==> src/rtl/wb_accel_mux.sv <==
// Wishbone slave that fans one upstream port out to NUM_CH accelerator
// channels, with a small control block (IRQ mask/pending, timeout status, ID).
module wb_accel_mux #(
    parameter int unsigned NUM_CH       = 4,
    parameter int unsigned CH_ADDR_BITS = 12,
    parameter logic [7:0]  BASE_HI      = 8'h30,
    parameter int unsigned TIMEOUT_CYC  = 255
) (
    input  logic                       wb_clk_i,
    input  logic                       wb_rst_n,
    input  logic                       wbs_cyc_i,
    input  logic                       wbs_stb_i,
    input  logic                       wbs_we_i,
    input  logic [31:0]                wbs_adr_i,
    input  logic [31:0]                wbs_dat_i,
    input  logic [3:0]                 wbs_sel_i,
    output logic                       wbs_ack_o,
    output logic [31:0]                wbs_dat_o,
    output logic [NUM_CH-1:0]          ch_cyc_o,
    output logic [NUM_CH-1:0]          ch_stb_o,
    output logic                       ch_we_o,
    output logic [3:0]                 ch_sel_o,
    output logic [CH_ADDR_BITS-1:0]    ch_adr_o,
    output logic [31:0]                ch_dat_o,
    input  logic [NUM_CH*32-1:0]       ch_dat_i,
    input  logic [NUM_CH-1:0]          ch_ack_i,
    input  logic [NUM_CH-1:0]          ch_irq_i,
    output logic [2:0]                 user_irq
);

    localparam int unsigned CNT_W    = 16;
    localparam int unsigned DW       = 32;
    localparam logic [2:0]  CTRL_IDX = 3'd7;
    localparam logic [DW-1:0] BAD_DATA = 32'hDEAD_BEEF;

    typedef enum logic [1:0] {S_IDLE, S_FWD, S_RESP} state_t;

    state_t                  state_q, state_d;
    logic [2:0]              idx_q, idx_d;
    logic [CH_ADDR_BITS-1:0] adr_q, adr_d;
    logic [DW-1:0]           dat_q, dat_d;
    logic [3:0]              sel_q, sel_d;
    logic                    we_q, we_d;
    logic [CNT_W-1:0]        cnt_q, cnt_d;
    logic [DW-1:0]           resp_q, resp_d;
    logic                    ack_q, ack_d;
    logic [DW-1:0]           rdat_q, rdat_d;
    logic [NUM_CH-1:0]       stb_q, stb_d;
    logic [NUM_CH-1:0]       mask_q, mask_d;
    logic [NUM_CH-1:0]       pend_q, pend_d;
    logic [NUM_CH-1:0]       tmo_q, tmo_d;
    logic [NUM_CH-1:0]       irq_prev_q;
    logic [1:0]              uirq_q;

    logic                    hit_c;
    logic [2:0]              hit_idx_c;
    logic [NUM_CH-1:0]       hit_onehot_c, cur_onehot_c;
    logic                    sel_ack_c;
    logic [DW-1:0]           sel_dat_c;
    logic [DW-1:0]           ctrl_rdata_c;
    logic [NUM_CH-1:0]       w1c_pend_c, w1c_tmo_c, tmo_set_c;
    logic                    unused_adr;

    assign unused_adr = &{1'b0, wbs_adr_i[23:CH_ADDR_BITS+3]};

    // Address decode, channel selection and control register read mux
    always_comb begin
        hit_c        = wbs_cyc_i & wbs_stb_i & (wbs_adr_i[31:24] == BASE_HI) & ~ack_q;
        hit_idx_c    = wbs_adr_i[CH_ADDR_BITS+2:CH_ADDR_BITS];
        hit_onehot_c = '0;
        cur_onehot_c = '0;
        sel_ack_c    = 1'b0;
        sel_dat_c    = '0;
        for (int unsigned i = 0; i < NUM_CH; i++) begin
            hit_onehot_c[i] = (hit_idx_c == 3'(i));
            cur_onehot_c[i] = (idx_q == 3'(i));
            if (idx_q == 3'(i)) begin
                sel_ack_c = ch_ack_i[i];
                sel_dat_c = ch_dat_i[i*32 +: 32];
            end
        end
        case (adr_q[3:2])
            2'd0:    ctrl_rdata_c = DW'(mask_q);
            2'd1:    ctrl_rdata_c = DW'(pend_q);
            2'd2:    ctrl_rdata_c = DW'(tmo_q);
            default: ctrl_rdata_c = {24'h5D0C0A, 5'd0, 3'(NUM_CH)};
        endcase
    end

    // Next-state and registered-output logic
    always_comb begin
        state_d    = state_q;
        idx_d      = idx_q;
        adr_d      = adr_q;
        dat_d      = dat_q;
        sel_d      = sel_q;
        we_d       = we_q;
        cnt_d      = cnt_q;
        resp_d     = resp_q;
        ack_d      = 1'b0;
        rdat_d     = '0;
        stb_d      = stb_q;
        mask_d     = mask_q;
        w1c_pend_c = '0;
        w1c_tmo_c  = '0;
        tmo_set_c  = '0;

        case (state_q)
            S_IDLE: begin
                cnt_d = '0;
                if (hit_c) begin
                    idx_d = hit_idx_c;
                    adr_d = wbs_adr_i[CH_ADDR_BITS-1:0];
                    dat_d = wbs_dat_i;
                    sel_d = wbs_sel_i;
                    we_d  = wbs_we_i;
                    if (32'(hit_idx_c) < NUM_CH) begin
                        state_d = S_FWD;
                        stb_d   = hit_onehot_c;
                        cnt_d   = CNT_W'(1);
                    end else begin
                        state_d = S_RESP;
                        resp_d  = BAD_DATA;
                    end
                end
            end
            S_FWD: begin
                cnt_d = cnt_q + CNT_W'(1);
                if (!wbs_cyc_i) begin
                    state_d = S_IDLE;
                    stb_d   = '0;
                    cnt_d   = '0;
                end else if (sel_ack_c) begin
                    state_d = S_RESP;
                    resp_d  = sel_dat_c;
                    stb_d   = '0;
                    cnt_d   = '0;
                end else if (cnt_q == CNT_W'(TIMEOUT_CYC)) begin
                    state_d   = S_RESP;
                    resp_d    = BAD_DATA;
                    tmo_set_c = cur_onehot_c;
                    stb_d     = '0;
                    cnt_d     = '0;
                end
            end
            S_RESP: begin
                state_d = S_IDLE;
                ack_d   = 1'b1;
                rdat_d  = (idx_q == CTRL_IDX) ? ctrl_rdata_c : resp_q;
                if (idx_q == CTRL_IDX && we_q && sel_q[0]) begin
                    case (adr_q[3:2])
                        2'd0:    mask_d     = dat_q[NUM_CH-1:0];
                        2'd1:    w1c_pend_c = dat_q[NUM_CH-1:0];
                        2'd2:    w1c_tmo_c  = dat_q[NUM_CH-1:0];
                        default: ;
                    endcase
                end
            end
            default: state_d = S_IDLE;
        endcase

        // A new set event always beats a same-cycle clear
        pend_d = (pend_q & ~w1c_pend_c) | (ch_irq_i & ~irq_prev_q);
        tmo_d  = (tmo_q & ~w1c_tmo_c) | tmo_set_c;
    end

    // FSM state register
    always_ff @(posedge wb_clk_i) begin
        if (!wb_rst_n) state_q <= S_IDLE;
        else           state_q <= state_d;
    end

    // Datapath, status and output registers
    always_ff @(posedge wb_clk_i) begin
        if (!wb_rst_n) begin
            idx_q      <= '0;
            adr_q      <= '0;
            dat_q      <= '0;
            sel_q      <= '0;
            we_q       <= 1'b0;
            cnt_q      <= '0;
            resp_q     <= '0;
            ack_q      <= 1'b0;
            rdat_q     <= '0;
            stb_q      <= '0;
            mask_q     <= '0;
            pend_q     <= '0;
            tmo_q      <= '0;
            irq_prev_q <= '0;
            uirq_q     <= '0;
        end else begin
            idx_q      <= idx_d;
            adr_q      <= adr_d;
            dat_q      <= dat_d;
            sel_q      <= sel_d;
            we_q       <= we_d;
            cnt_q      <= cnt_d;
            resp_q     <= resp_d;
            ack_q      <= ack_d;
            rdat_q     <= rdat_d;
            stb_q      <= stb_d;
            mask_q     <= mask_d;
            pend_q     <= pend_d;
            tmo_q      <= tmo_d;
            irq_prev_q <= ch_irq_i;
            uirq_q     <= {|tmo_q, |(pend_q & mask_q)};
        end
    end

    assign wbs_ack_o = ack_q;
    assign wbs_dat_o = rdat_q;
    assign ch_cyc_o  = stb_q;
    assign ch_stb_o  = stb_q;
    assign ch_we_o   = we_q;
    assign ch_sel_o  = sel_q;
    assign ch_adr_o  = adr_q;
    assign ch_dat_o  = dat_q;
    assign user_irq  = {1'b0, uirq_q};

endmodule

==> config.mk <==
export PLATFORM = sky130hd
export DESIGN_NAME = wb_accel_mux
export DESIGN_NICKNAME = d
export VERILOG_FILES = /design/src/rtl/wb_accel_mux.sv
export SDC_FILE = /design/constraint.sdc
export NUM_CORES = 1
export LEC_CHECK = 0
export CAP_MARGIN = 25
export CORE_MARGIN = 2
export CORE_UTILIZATION = 35
export DETAILED_ROUTE_END_ITERATION = 12
export DONT_BUFFER_PORTS = 1
export SKIP_CTS_REPAIR_TIMING = 1
export SYNTH_ARGS = -nofsm -noshare
export SYNTH_HDL_FRONTEND = slang
export SYNTH_SLANG_ARGS = --single-unit
==> constraint.sdc <==
create_clock -name wb_clk_i -period 2.1 [get_ports wb_clk_i]
set_input_delay 0.105 -clock wb_clk_i [delete_from_list [all_inputs] [get_ports wb_clk_i]]
set_output_delay 0.105 -clock wb_clk_i [all_outputs]
set_load 0.01 [all_outputs]
==> impl_metrics.yaml <==
outcome:
  status: "finished clean"
sta:
  fmax_mhz: 510
  skew_ps: 11.9
  setup_violations: 0
  hold_violations: 0
  fin_ws_ps: 138
  rsz0062_at_grt: "no"
  finalCritPeriodShare: 0.934
  fin_crit_ps: 1960
  slew_violations: 0
  relSlewSlack: 0.636
  tns_ps: 0
  worstMarginPinSlew_ps: 546
global_routing:
  first_global_vias: 5365
  grt_usage: 0.176
  grt_pass1_wl_mm: 29.2
  gr-total-overflow: 0
  grt_max_degree: 72
  antenna_found_initial: 3
yosys:
  synth_seq_cells: 157
  syn_avg_cell_area_um2: 9.11
  syn_inst: 763
  synth_ff_type: "dfxtp_1"
  synth-seq-area-share: 0.452
  syn-num-nets: 973
  synth_cell_types: 50
  synth-edff-count: 0
  yosys_warnings: 0
  synth_area_mm2: 0.00695
  synthArstFlopShare: 0
clock_network:
  clk_pin_slew_ps: 70
  cts_sinks: 157
  cts_tree: "yes"
  cts_htree_levels: 4
  cts_buffers: 17
  cts.path.max_buffers: 2
  clk_latency_ps: 430
  root_buffer: "clkbuf_16"
die:
  die-area_mm2: 0.0210
  die_h_um: 145
  core_mm2: 0.0195
  start_util: 0.357
  fp-row-count: 51
  ios: 302
  fp.dieW_um: 145
pwr:
  finalPower_mw: 6.41
  power_density_mw_per_mm2: 740
  leakage_nw: 3.20
  irDropWorstVdd_v: 0.000476
cells_and_area:
  nets: 1037
  fin_cells: 1108
  design_area_mm2: 0.00866
  syn_to_final_growth_pct: 24.6
  drive_above_1_share: 0.135
critical_path:
  end_kind: "register"
  slowest_stage: "or3_1"
  critPathKind: "register to register"
  path_cells: "nor4b_1, and4_1, nor3_2, buf_4, or3_1, a31o_2"
  critPathMaxStageDelay_ps: 410
  worstPathRequired_ps: 2410
  arrival_ps: 2270
  crit_path_start_kind: "register"
  cp_max_fo: 4
  critPathBufInv: 1
  crit_family: "simple AND/OR/NAND/NOR gates"
placement:
  gp_congestion: 0.781
  port_buffers: 0
  place_area_mm2: 0.00729
  dp_hpwl_mm: 13.3
  place_inst: 1001
  preCtsSetupSlack_ps: 63.8
min_path:
  hold_class: "input pin to register"
drt:
  wl_per_cell_um: 17.9
  vias_per_cell: 5.08
  drt_iter0_drc: 187
  wl_mm: 19.9
  vias: 5632
  drtAntennaViolNets: 0
  first_pass_iters: 4
  drc: 0
flow_run:
  drv_cap: 0
[path summary, 6_finish.rpt]
path | start | end | slack (ps) | cells after the start
max | cnt_q[12] | ch_cyc_o[0] | 140 | 6
min reg2reg | resp_q[21] | wbs_dat_o[21] | 450 | 1
min | wb_rst_n | wbs_ack_o | 10 | 3
max reg2reg | cnt_q[12] | ch_cyc_o[0] | 140 | 6
[layout make-up]
cell class / instances / area (um^2)
inverter: 11 / 41.3
timing repair buffer: 104 / 1040
sequential: 157 / 3150
antenna: 3 / 7.51
clock buffer: 17 / 425
multi-input combinational: 536 / 3510
clock inverter: 15 / 169
fill: 1843 / 10800
tap: 265 / 332
[synth_stat cells (9+ instances only)]
| library cell | n | share of area |
|---|---|---|
| and2_1 | 23 | 0.021 |
| a21oi_1 | 66 | 0.048 |
| o21ai_0 | 34 | 0.024 |
| dfxtp_1 | 157 | 0.45 |
| nor2b_1 | 28 | 0.025 |
| mux4_2 | 25 | 0.081 |
| o21a_1 | 9 | 0.0097 |
| inv_1 | 10 | 0.0054 |
| xnor2_1 | 9 | 0.011 |
| clkbuf_1 | 41 | 0.022 |
| nand2_1 | 160 | 0.086 |
| mux2i_1 | 48 | 0.069 |
| nor2_1 | 45 | 0.024 |
[flip-flops by register name, summed over array words and instances, names as in the netlist]
| name | flops |
|---|---|
| irq_prev_q | 4 |
| uirq_q | 2 |
| cnt_q | 16 |
| ch_dat_o | 32 |
| wbs_dat_o | 32 |
| mask_q | 4 |
| idx_q | 3 |
| ch_sel_o | 4 |
| ch_we_o | 1 |
| resp_q | 32 |
| state_q | 2 |
| ch_adr_o | 12 |
| tmo_q | 4 |
| pend_q | 4 |
| ch_cyc_o | 4 |
| wbs_ack_o | 1 |
[logic make-up (layout without fill, tap and decap cells)]
group | Yosys count | after routing | synth area share
muxes | 75 | 75 | 0.153
AOI/OAI and AO/OA | 138 | 138 | 0.116
adders and majority gates | 1 | 1 | 0.00180
other | 1 | 4 | 0.000539
DFF | 157 | 157 | 0.452
buffers and inverters | 70 | 147 | 0.0468
and+or+nand+nor | 308 | 308 | 0.213
xor gates and xnor gates | 13 | 13 | 0.0164
[placed cells by master, fill, tap and decap left out, types with 3 or more instances in the layout]
cell,Yosys,layout
nand3b_1,3,3
o2bb2ai_1,5,5
inv_1,10,10
and2_1,23,23
nand2b_1,6,6
a21oi_1,66,66
nor2_1,45,45
a211oi_1,3,3
a31o_2,4,4
diode_2,0,3
dfxtp_1,157,155
mux2i_1,48,47
and4_1,5,3
nor2b_1,28,28
xnor2_1,9,9
nor4_1,4,3
o21a_1,9,9
buf_12,0,4
clkbuf_16,0,18
nand3_1,7,6
and4b_1,6,6
o21ai_0,34,34
nand2_1,160,160
nand4_1,4,4
inv_6,0,6
dlygate4sd3_1,0,67
inv_8,0,5
buf_4,7,31
mux4_2,25,25
a2bb2oi_1,5,5
nor3_1,4,4
a22oi_1,5,5
xor2_1,4,4
[stage by stage]
step,utilization,hold slack (ps)
6_report,0.445,13.7
5_1_grt,0.445,0.887
4_1_cts,0.405,-214
3_5_place_dp,0.375,232
3_3_place_gp,0.375,228
2_1_floorplan,-,227
[worst register-to-register path, delay by kind of cell, from the launching register on]
kind / cells / cell delay [ps]
flip-flops: 1 / 350
AO/OA/AOI/OAI: 1 / 270
AND/OR/NAND/NOR: 4 / 1100
buffers and inverters: 1 / 140
[where the power goes]
part           switching [mW]  leakage (nW)  total, mW  internal [mW]
clock network            1.43         0.296       3.13           1.71
logic                   0.108          1.63      0.279          0.171
registers             0.00662          1.27       2.99           2.99
[metal layers]
metal / track usage / up-vias / share of wire
met1: 0.208 / 2614 / 0.41
met2: 0.289 / 237 / 0.49
li1: - / 2756 / -
met5: 0 / - / 0
met3: 0.0733 / 25 / 0.082
met4: 0.0629 / 0 / 0.021
No activity file was read; power rests on OpenSTA's default activity.
